## src/rtl/clk_div_pkg.sv

```systemverilog
// Shared constants and types for the programmable clock divider.
//   DIV_WIDTH   : default divisor/counter width
//   MIN_DIV     : smallest divisor accepted; smaller loads are clamped to this
//   DEFAULT_DIV : divisor in effect after reset
//   div_t       : divisor-sized vector so neighbouring blocks size registers consistently
package clk_div_pkg;

    localparam int unsigned DIV_WIDTH   = 16;
    localparam int unsigned MIN_DIV     = 2;
    localparam int unsigned DEFAULT_DIV = 4;

    typedef logic [DIV_WIDTH-1:0] div_t;

endpackage

```

## src/rtl/clk_divider.sv

```systemverilog
// Programmable synchronous clock divider and tick generator.
// Produces a registered square wave (clk_out) and a one-cycle strobe (tick) per period.
// The divisor can be reloaded at any time; the new value takes effect only at a period
// boundary, so the output never glitches mid-period.
// Ports:
//   clk      : system clock; all logic runs on its rising edge
//   rst      : synchronous, active-high reset
//   en       : count enable; when low, counter/clk_out/div_cur hold and tick is 0
//   div_in   : new divisor value
//   div_load : single-cycle request to capture div_in
//   clk_out  : divided square wave (data signal, registered)
//   tick     : one-cycle pulse in the first cycle of each period (registered)
//   pend     : a loaded divisor is waiting for the next wrap
//   div_cur  : divisor currently in effect
module clk_divider #(
    parameter int unsigned WIDTH       = clk_div_pkg::DIV_WIDTH,
    parameter int unsigned DEFAULT_DIV = clk_div_pkg::DEFAULT_DIV
) (
    input  logic             clk,
    input  logic             rst,
    input  logic             en,
    input  logic [WIDTH-1:0] div_in,
    input  logic             div_load,
    output logic             clk_out,
    output logic             tick,
    output logic             pend,
    output logic [WIDTH-1:0] div_cur
);

    import clk_div_pkg::MIN_DIV;

    localparam logic [WIDTH-1:0] DefDiv = WIDTH'(DEFAULT_DIV);
    localparam logic [WIDTH-1:0] MinDiv = WIDTH'(MIN_DIV);

    // State
    logic [WIDTH-1:0] cnt_q, cnt_d;
    logic [WIDTH-1:0] div_q, div_d;
    logic [WIDTH-1:0] pend_val_q, pend_val_d;
    logic             pend_q, pend_d;
    logic             clk_out_q, clk_out_d;
    logic             tick_q, tick_d;

    // Combinational helpers
    logic [WIDTH-1:0] load_val;
    logic [WIDTH-1:0] lo_d;
    logic             wrap;

    // Divisor to be captured, clamped so the counter always has at least two states.
    assign load_val = (div_in < MinDiv) ? MinDiv : div_in;

    // Last count of the period. div_q >= 2 always, so the subtraction cannot underflow.
    assign wrap = (cnt_q == (div_q - WIDTH'(1)));

    // Low-phase length ceil(div/2) of the divisor in effect for the next cycle;
    // odd divisors put the extra cycle in the low phase.
    assign lo_d = (div_d >> 1) + {{(WIDTH-1){1'b0}}, div_d[0]};

    always_comb begin
        cnt_d      = cnt_q;
        div_d      = div_q;
        pend_val_d = pend_val_q;
        pend_d     = pend_q;
        tick_d     = 1'b0;

        if (en && wrap) begin
            cnt_d  = '0;
            tick_d = 1'b1;
            // A load landing on the wrap edge bypasses the shadow register.
            if (div_load) begin
                div_d  = load_val;
                pend_d = 1'b0;
            end else if (pend_q) begin
                div_d  = pend_val_q;
                pend_d = 1'b0;
            end
        end else begin
            if (en) begin
                cnt_d = cnt_q + WIDTH'(1);
            end
            // Loads are accepted even while disabled; the last one before a wrap wins.
            if (div_load) begin
                pend_val_d = load_val;
                pend_d     = 1'b1;
            end
        end

        // Compare against the updated count so clk_out lines up with cnt_d.
        clk_out_d = en ? (cnt_d >= lo_d) : clk_out_q;
    end

    always_ff @(posedge clk) begin
        if (rst) begin
            cnt_q      <= '0;
            div_q      <= DefDiv;
            pend_val_q <= DefDiv;
            pend_q     <= 1'b0;
            clk_out_q  <= 1'b0;
            tick_q     <= 1'b0;
        end else begin
            cnt_q      <= cnt_d;
            div_q      <= div_d;
            pend_val_q <= pend_val_d;
            pend_q     <= pend_d;
            clk_out_q  <= clk_out_d;
            tick_q     <= tick_d;
        end
    end

    assign clk_out = clk_out_q;
    assign tick    = tick_q;
    assign pend    = pend_q;
    assign div_cur = div_q;

endmodule

```

## config.mk

```make
export PLATFORM = sky130hd
export DESIGN_NAME = clk_divider
export DESIGN_NICKNAME = d
export VERILOG_FILES = /design/src/rtl/clk_div_pkg.sv /design/src/rtl/clk_divider.sv
export SDC_FILE = /design/constraint.sdc
export NUM_CORES = 1
export LEC_CHECK = 0
export CAP_MARGIN = 40
export CORE_MARGIN = 2
export CORE_UTILIZATION = 60
export CTS_CLUSTER_DIAMETER = 30
export DETAILED_ROUTE_END_ITERATION = 10
export PLACE_DENSITY = 0.8
export SLEW_MARGIN = 0
export SYNTH_ARGS = -nofsm -noshare
export SYNTH_HDL_FRONTEND = slang
export SYNTH_SLANG_ARGS = --single-unit
export TNS_END_PERCENT = 5
```

## constraint.sdc

```tcl
create_clock -name clk -period 8.3 [get_ports clk]
set_clock_uncertainty 0.1 [all_clocks]
set_input_delay 1.245 -clock clk [delete_from_list [all_inputs] [get_ports clk]]
set_output_delay 1.245 -clock clk [all_outputs]
set_load 0.1 [all_outputs]
```

After elaboration in Yosys (flattened, before gate mapping):

Cells that the tools add are included.

* bits in registers: 51
* input port bits: 20
* output and inout bits: 19
* logic and storage cells: 23

* add/sub/neg operators: 3
* $lt $le $gt $ge: 2
* eq/ne operators: 1
* muxes and demuxes: 7
* bitwise logic cells: 1
* reductions and logical operators: 3

Operators by type and width (count)
* 16-bit 2-to-1 mux: 6
* 15-bit by 1-bit adder with 16-bit output: 1
* 16-bit by 1-bit adder with 16-bit output, second input constant: 1
* 16-bit == test: 1
* 16-bit >= comparator: 1
* 16-bit by 2-bit < comparator with 1-bit output, second input constant: 1
* 16-bit by 1-bit subtractor with 16-bit output, second input constant: 1
* 2-bit AND reduction: 1
* 2-bit OR reduction: 1
* 1-bit logical AND: 1
* 1-bit 2-to-1 mux: 1
* 1-bit inverter: 1

Longest topological paths before layout:

Gate-level depths: netlist (run 1).

* word-level depth: 6
* gate-level depth with buffers: 28
* gate-level depth less buffers: 24

Worst setup path after synthesis (run 1):

OpenSTA, ideal clock, no wires.

* path type: flip-flop to flip-flop
* start point: register div_q[0] (netlist: div_cur[0])
* end point: register clk_out_q (netlist: clk_out)
* arrival: 5.766 ns
* data required time: 8.078 ns
* path slack: 2.313 ns
* stages on the path, launching flop included: 29
* buffers on the path: 5
* clock period less this slack: 5.987 ns
* cell sequence: dfxtp_1 buf_2 inv_1 ha_1 nand2b_1 clkbuf_1 o21a_1 o2111ai_1 a2111oi_2 and4_1 buf_2 clkbuf_1 buf_1 mux2i_1 nor2_1 ha_1 ha_1 inv_1 ha_1 a21o_1 a21o_1 a21o_1 a21o_1 a21o_1 a21o_1 a21oi_1 o21ai_0 a21oi_1 o41ai_1

* word-level cells in the longest chain between the ends: 6

Ends and longest elaborated chain
* from (decl): RTL line clk_divider.sv:37 `logic [WIDTH-1:0] div_q, div_d;`
* from (signal assigned): RTL line clk_divider.sv:94 `div_q <= DefDiv;`
* from (signal assigned): RTL line clk_divider.sv:101 `div_q <= div_d;`
* 16-bit by 1-bit subtractor with 16-bit output: RTL line clk_divider.sv:52 `assign wrap = (cnt_q == (div_q - WIDTH'(1)));`
* 16-bit == test: RTL line clk_divider.sv:52
* 1-bit logical AND: RTL line clk_divider.sv:65 `if (en && wrap) begin`
* 16-bit 2-to-1 mux (*): RTL line clk_divider.sv:65
* named net div_d[0]: RTL line clk_divider.sv:37
* 15-bit by 1-bit adder with 16-bit output (*): RTL line clk_divider.sv:56 `assign lo_d = (div_d >> 1) + {{(WIDTH-1){1'b0}}, div_d[0]};`
* 16-bit >= comparator (*): RTL line clk_divider.sv:88 `clk_out_d = en ? (cnt_d >= lo_d) : clk_out_q;`
* to (signal assigned): RTL line clk_divider.sv:104 `clk_out_q <= clk_out_d;`
* to (decl): RTL line clk_divider.sv:40 `logic clk_out_q, clk_out_d;`

Mark *: on every way through the listed nets, which the timed path passes. The rest lies on a longest branch.
A chain may end at the register's enable or synchronous reset.

Final worst setup path (run 1):

* start point: input en
* end point: register clk_out_q (netlist: clk_out)

* word-level cells in the longest chain between the ends: 4

Ends and longest elaborated chain
* from (decl): RTL line clk_divider.sv:21 `input logic en,`
* 1-bit logical AND: RTL line clk_divider.sv:65
* 16-bit 2-to-1 mux: RTL line clk_divider.sv:65
* named net div_d[2]: RTL line clk_divider.sv:37
* 15-bit by 1-bit adder with 16-bit output: RTL line clk_divider.sv:56
* 16-bit >= comparator: RTL line clk_divider.sv:88

The timed path passes the listed nets, and every way through them passes these cells.

==> results of run 1 <==
==> worst register-to-register path: stages (launching register included) <==
cell,delay (ps)
dfxtp_1,460
nor4_1,670
nand4_1,230
xnor2_1,180
a211oi_1,380
and4_1,260
buf_4,400
nand2_1,240
o221a_2,350
ha_1,300
inv_1,40
ha_1,270
a21o_1,160
a21o_1,170
a21o_1,180
a21o_1,170
a21o_1,170
a21o_1,170
a21oi_1,150
o21ai_0,110
a21oi_1,150
o41ai_1,80
==> flip-flops by register name, indices dropped and copies added, names as in the netlist <==
| name | cells |
|---|---|
| tick | 1 |
| cnt_q | 16 |
| div_cur | 16 |
| pend_val_q | 16 |
| clk_out | 1 |
| pend | 1 |
==> metal layers <==
layer / wire length (µm) / share of wire / track usage
met2: 4650 / 0.48 / 0.506
met1: 4390 / 0.46 / 0.379
met3: 434 / 0.045 / 0.0457
met5: 0 / 0 / 0
met4: 138 / 0.014 / 0.0803
==> through the flow <==
| stage | area [µm²] | worst slack [ps] | hold WS, ps | total power [mW] |
|---|---|---|---|---|
| final | 4410 | 2510 | 410 | 0.511 |
| after CTS | 4410 | 2560 | 413 | 0.514 |
| after detailed placement | 4320 | 2240 | 388 | 0.366 |
| after floorplan | 3710 | 2310 | 360 | 0.332 |
| after global routing | 4410 | 2210 | 443 | 0.531 |
| after global placement | 4030 | 2400 | 373 | 0.357 |
==> cell usage in the layout (no fill, tap or decap), drive strengths merged, types with 4 or more instances in the layout <==
master	instances
clkbuf	6
nand3b	4
ha	20
dfxtp	51
a31oi	9
a32oi	7
nand4	8
nand2	23
nand3	22
xnor2	19
o22a	4
a21oi	5
nor4	8
a21o	8
inv	15
and3	12
mux2i	20
nor3	21
nor4b	4
nand2b	13
nor2	76
o21ai	9
clkdlybuf4s50	38
xor2	29
buf	22
==> area by class of cell <==
cell class | count | area share
inverters | 14 | 0.0119
multi-input cells | 360 | 0.559
flip-flops and latches | 51 | 0.232
clock buffers | 6 | 0.0165
well taps | 75 | 0.0213
repair buffers | 60 | 0.156
clock inverters | 2 | 0.00369
==> final timing paths <==
check                 start        endpoint  slack [ps]
min reg2reg  pend_val_q[15]  pend_val_q[15]         410
min          pend_val_q[15]  pend_val_q[15]         410
max reg2reg      div_cur[0]         clk_out        2790
max                      en         clk_out        2510
==> power breakdown <==
group          switching [mW]  internal, mW
Combinational          0.0562        0.0430
Sequential             0.0100         0.253
Clock                  0.0884        0.0608
Total                   0.155         0.357
==> logic make-up after synthesis <==
kind of cell / after synthesis / synth area share
AO/OA/AOI/OAI: 63 / 0.127
multiplexers: 20 / 0.0539
buffers and inverters: 52 / 0.0617
adder cells (fa/ha/maj): 20 / 0.0674
flip-flops: 51 / 0.275
AND/OR/NAND/NOR: 209 / 0.302
XOR/XNOR: 48 / 0.113
==> impl_results.md, run 1 <==
* Status: completed
* Fin crit share at 0.698
* Detailed Place HPWL at 7.46 mm
* RSZ-0062 raised after global routing: false
* Setup_tns at 0 ps
* Num CTS Buffers at 5
* Worst setup SP type: input pin
* Slowest stage cell, crit path: clkdlybuf4s50_1
* Residual DRC at 0
* First-pass GRT wire length at 15.4 mm
* R2r worst-path depth at 21
* Core footprint at 5960 µm²
* Pwr dens at 116 nW/µm²
* Sequential fraction of the synthesis area at 0.275
* Clock period minus worst slack at 5790 ps
* Avg Inst Size Synth at 8.02 µm²
* DIE AREA at 6830 µm²
* Initial antenna violation count at 0
* DR pass1 iterations at 5
* Setup bufs post-CTS at 0
* Peak VDD IR at 139 µV
* Area grow syn2layout at 18.7%
* Worst slew pin tran at 840 ps
* CP Depth at 20
* Most instantiated library cell after synthesis: nor2_1
* F_max at 173 MHz
* Wire per inst at 16.9 µm
* Post-CTS resize count at 0
* Initial Util at 0.623
* Crit path top cell by count: a21o_1
* Crit path max-delay family: compound AO/OA/AOI/OAI gates
* Hold Path Stages at 2
* DRT iter0 DRCs at 277
* Final #Nets at 532
* Via count at 3479
* Crit-path max cell delay at 680 ps
* WS Path Type: input pin to flop
* CTS Hold Bufs at 0
* Slew Limit Fails at 0
* Vias in the first global route at 3251
* Area leader, netlist: dfxtp_1
* Grt ovf at 0
* DP Cell Count at 560
* Final Core Density at 0.740
* Crit path DAT at 5880 ps
* Hold Vio Cnt, Final at 0
* I/O Buffers at 38
* H-Tree Depth at 2
* Largest net degree at the start of global routing at 45
* Die X-Extent at 82.7 µm
* Number of diodes at 0
* Setup-failing EPs final at 0
* Reg area at 1020 µm²
* GR Util All Layers at 0.293
* Cell count after synthesis at 463
* Worst path bufs/invs at 3
* Routed WL at 9.61 mm
* Post-synth EDFFs at 0
* Final ANT Viol Nets at 0
* Area fraction of the dominant cell type after synthesis at 0.275
* Die Y at 82.7 µm
* Req. time, crit path at 8390 ps
* Synth unique cells at 57
* Filler Cells Inserted at 469
* FF+latch count, synth at 51
* Hold Path Class: flop to flop
* Root Driver: clkbuf_8
* DR vias/cell at 6.13
* Main synth FF type: dfxtp_1
* Layout Cells excl Fill at 568
* Total clock sinks at 51
* Clock-pin slew of the registers on the worst-case setup and hold paths at 110 ps
* Critical Path End Type: flop
* Rel. slew slack at 0.434
* TritonCTS clock tree: done
* Top post-synthesis cells by area: dfxtp_1, nor2_1, xor2_1, ha_1, mux2i_1
* Ports at 39
* Leakage power at 1.82 nW
* Layout cell share with drive strength beyond 1 at 0.0872
* Row Count at 28
* Area of the multi-input gates at 2460 µm²
* Routability cong. at 0.875
* Asr flop ratio synth at 0
* CTS max path bufs at 2
* Synth Cell Area at 3710 µm²
* Clock Latency Late Sink at 310 ps
* Top cells by count, synth: nor2_1, dfxtp_1, xor2_1, clkbuf_1, nand2_1
* Critical path peak fanout at 44
* Mapped Nets at 503
* Ys Warns at 0
* Max_cap viols at 0
* CP cell instances: clkdlybuf4s50_1 > o2111ai_1 > a2111oi_2 > and4_1 > buf_4 > nand2_1 > o221a_2 > ha_1 > inv_1 > ha_1 > a21o_1 > a21o_1 > a21o_1 > a21o_1 > a21o_1 > a21o_1 > a21oi_1 > o21ai_0 > a21oi_1 > o41ai_1
No activity file was read; power rests on OpenSTA's default activity.
==> run 2: changes to the inputs <==
- CORE_UTILIZATION: 60 -> 52
- PLACE_DENSITY: 0.8 -> 0.73
- clock period: 8.3 -> 5.23 ns (I/O delays scaled with it)
==> impl_results.md, run 2 (same netlist as run 1, synthesis figures left out) <==
* Switching Share at 0.302 (was 0.303)
* Root Driver: clkbuf_8 (unchanged)
* Largest net degree at the start of global routing at 43 (was 45)
* Initial Util at 0.540 (was 0.623)
* F_max at 207 MHz
* Combinational Power Share at 0.200 (was 0.194)
* Routability cong. at 0.907 (was 0.875)
* Clock period minus worst slack at 4830 ps
* Leakage power at 1.88 nW (was 1.82 nW)
* Area grow syn2layout at 22.4% (was 18.7%)
* Row Count at 30 (was 28)
* Ports at 39 (unchanged)
* Routed WL at 9.87 mm (was 9.61 mm)
* GR Util All Layers at 0.264 (was 0.293)
* Grt ovf at 0 (unchanged)
* Clock Latency Late Sink at 300 ps (was 310 ps)
* Worst reg-to-reg setup slack at 400 ps (was 2790 ps)
* CP cell instances: inv_1 > ha_1 > nand2b_2 > nor3b_1 > o22ai_1 > a2111oi_2 > and4_4 > a31oi_1 > nor2_1 > nor2_1 > ha_1 > ha_1 > inv_1 > ha_1 > a21o_1 > a21o_1 > a21o_1 > a21o_1 > a21o_1 > a21o_1 > a21oi_1 > o21ai_0 > a21oi_1 > o41ai_1 (was clkdlybuf4s50_1 > o2111ai_1 > a2111oi_2 > and4_1 > buf_4 > nand2_1 > o221a_2 > ha_1 > inv_1 > ha_1 > a21o_1 > a21o_1 > a21o_1 > a21o_1 > a21o_1 > a21o_1 > a21oi_1 > o21ai_0 > a21oi_1 > o41ai_1)
* Hold Path Stages at 2 (unchanged)
* Final #Nets at 544 (was 532)
* Residual DRC at 0 (unchanged)
* Max_cap viols at 0 (unchanged)
* Number of diodes at 0 (unchanged)
* Critical path peak fanout at 10 (was 44)
* Crit path top cell by count: a21o_1 (unchanged)
* Cell-internal power at 569 µW (was 357 µW)
* Via count at 3561 (was 3479)
* Leading cell type in the layout, fill and taps excluded: nor2_1 (unchanged)
* Worst hold endpoint: pend_val_q[2] (was pend_val_q[15])
* Worst slew pin tran at 758 ps (was 840 ps)
* DIE AREA at 7830 µm² (was 6830 µm²)
* Hold Path Class: flop to flop (unchanged)
* Wire per inst at 16.4 µm (was 16.9 µm)
* Fin crit share at 0.923
* DR vias/cell at 5.93 (was 6.13)
* Die X-Extent at 88.5 µm (was 82.7 µm)
* Rel. slew slack at 0.489 (was 0.434)
* Setup_tns at 0 ps (unchanged)
* Pwr Total at 815 µW (was 511 µW)
* Worst setup SP type: flop (was input pin)
* DR pass1 iterations at 5 (unchanged)
* Status: completed (unchanged)
* Crit-path max cell delay at 400 ps (was 680 ps)
* TritonCTS clock tree: done (unchanged)
* I/O Buffers at 38 (unchanged)
* Hold Vio Cnt, Final at 0 (unchanged)
* Initial antenna violation count at 0 (unchanged)
* Worst flop-to-flop path startpoint: div_cur[0] (unchanged)
* Core footprint at 6870 µm² (was 5960 µm²)
* Final ANT Viol Nets at 0 (unchanged)
* WS Path Type: flop to flop (was input pin to flop)
* R2r worst-path depth at 24 (was 21)
* Psw at 246 µW (was 155 µW)
* Hold path start: pend_val_q[2] (was pend_val_q[15])
* First-pass GRT wire length at 16.3 mm (was 15.4 mm)
* Critical Path End Type: flop (unchanged)
* Slew Limit Fails at 0 (unchanged)
* Flop pwr share at 0.511 (was 0.514)
* Reg-to-Reg End: clk_out (unchanged)
* Slowest stage cell, crit path: dfxtp_4 (was clkdlybuf4s50_1)
* RSZ-0062 raised after global routing: false (unchanged)
* DRT iter0 DRCs at 230 (was 277)
* Peak VDD IR at 189 µV (was 139 µV)
* Vias in the first global route at 3379 (was 3251)
* Layout cell share with drive strength beyond 1 at 0.125 (was 0.0872)
* Clk pwr share at 0.290 (was 0.292)
* Total clock sinks at 51 (unchanged)
* Req. time, crit path at 5310 ps (was 8390 ps)
* H-Tree Depth at 2 (unchanged)
* CTS max path bufs at 2 (unchanged)
* Num CTS Buffers at 5 (unchanged)
* Detailed Place HPWL at 7.60 mm (was 7.46 mm)
* Die Y at 88.5 µm (was 82.7 µm)
* Most frequent cells in the layout: nor2_1, dfxtp_1, clkdlybuf4s50_1 (unchanged)
* Clock-pin slew of the registers on the worst-case setup and hold paths at 100 ps (was 110 ps)
* Pwr dens at 179 nW/µm² (was 116 nW/µm²)
* Setup-failing EPs final at 0 (unchanged)
* Crit path DAT at 4910 ps (was 5880 ps)
==> run 2: routing by layer <==
metal / vias to the layer above / global-route usage / share of wire
li1: 1718 / - / -
met1: 1697 / 0.354 / 0.45
met2: 125 / 0.446 / 0.48
met3: 21 / 0.0326 / 0.045
met4: 0 / 0.0771 / 0.018
met5: - / 0 / 0
==> run 2: how the worst max path moves through the flow <==
stage / start / end / slack [ps] / cells past startpoint
floorplan: div_cur[0] / clk_out / 10 / 28
global placement: en / clk_out / 240 / 21
detailed placement: en / clk_out / 180 / 21
CTS: div_cur[0] / clk_out / 250 / 24
global route: div_cur[0] / clk_out / 50 / 24
finish: div_cur[0] / clk_out / 400 / 24
==> run 2: what timing repair did <==
action / in CTS / in global routing
buffers inserted: 0 / 0
setup endpoints to repair: 0 / 1
gates resized for setup: 0 / 3
hold buffers: 0 / 0
==> run 2: area by class of cell <==
type,count,area [µm²]
clock buffers,6,72.6
clock inverters,2,16.3
fillers,572,2320
inverters,14,52.6
multi-input cells,360,2470
flip-flops and latches,51,1030
well taps,96,120
repair buffers,72,782
==> run 2: power by group through the flow <==
stage               registers [mW]  logic, mW  clock network [mW]
finish                       0.416      0.163               0.236
global placement             0.424      0.146                   0
detailed placement           0.425      0.161                   0
global route                 0.418      0.176               0.256
floorplan                    0.439     0.0870                   0
CTS                          0.416      0.161               0.241
==> run 2: through the flow <==
stage / instance area [µm²] / hold WS, ps / instances / setup slack, ps / utilization
final: 4550 / 403 / 601 / 400 / 0.662
after floorplan: 3730 / 360 / 463 / 10.2 / -
after detailed placement: 4450 / 385 / 593 / 177 / 0.648
after global routing: 4550 / 452 / 601 / 47.7 / 0.662
after CTS: 4540 / 406 / 601 / 254 / 0.661
after global placement: 4160 / 377 / 573 / 235 / 0.605
==> run 2: worst max-delay path, delay by kind of cell (launching register included) <==
family                   cells  cell delay (ps)
buffers and inverters        2              110
AND/OR/NAND/NOR              5              980
AO/OA/AOI/OAI               13             2130
adder cells (fa/ha/maj)      4             1000
flip-flops                   1              400
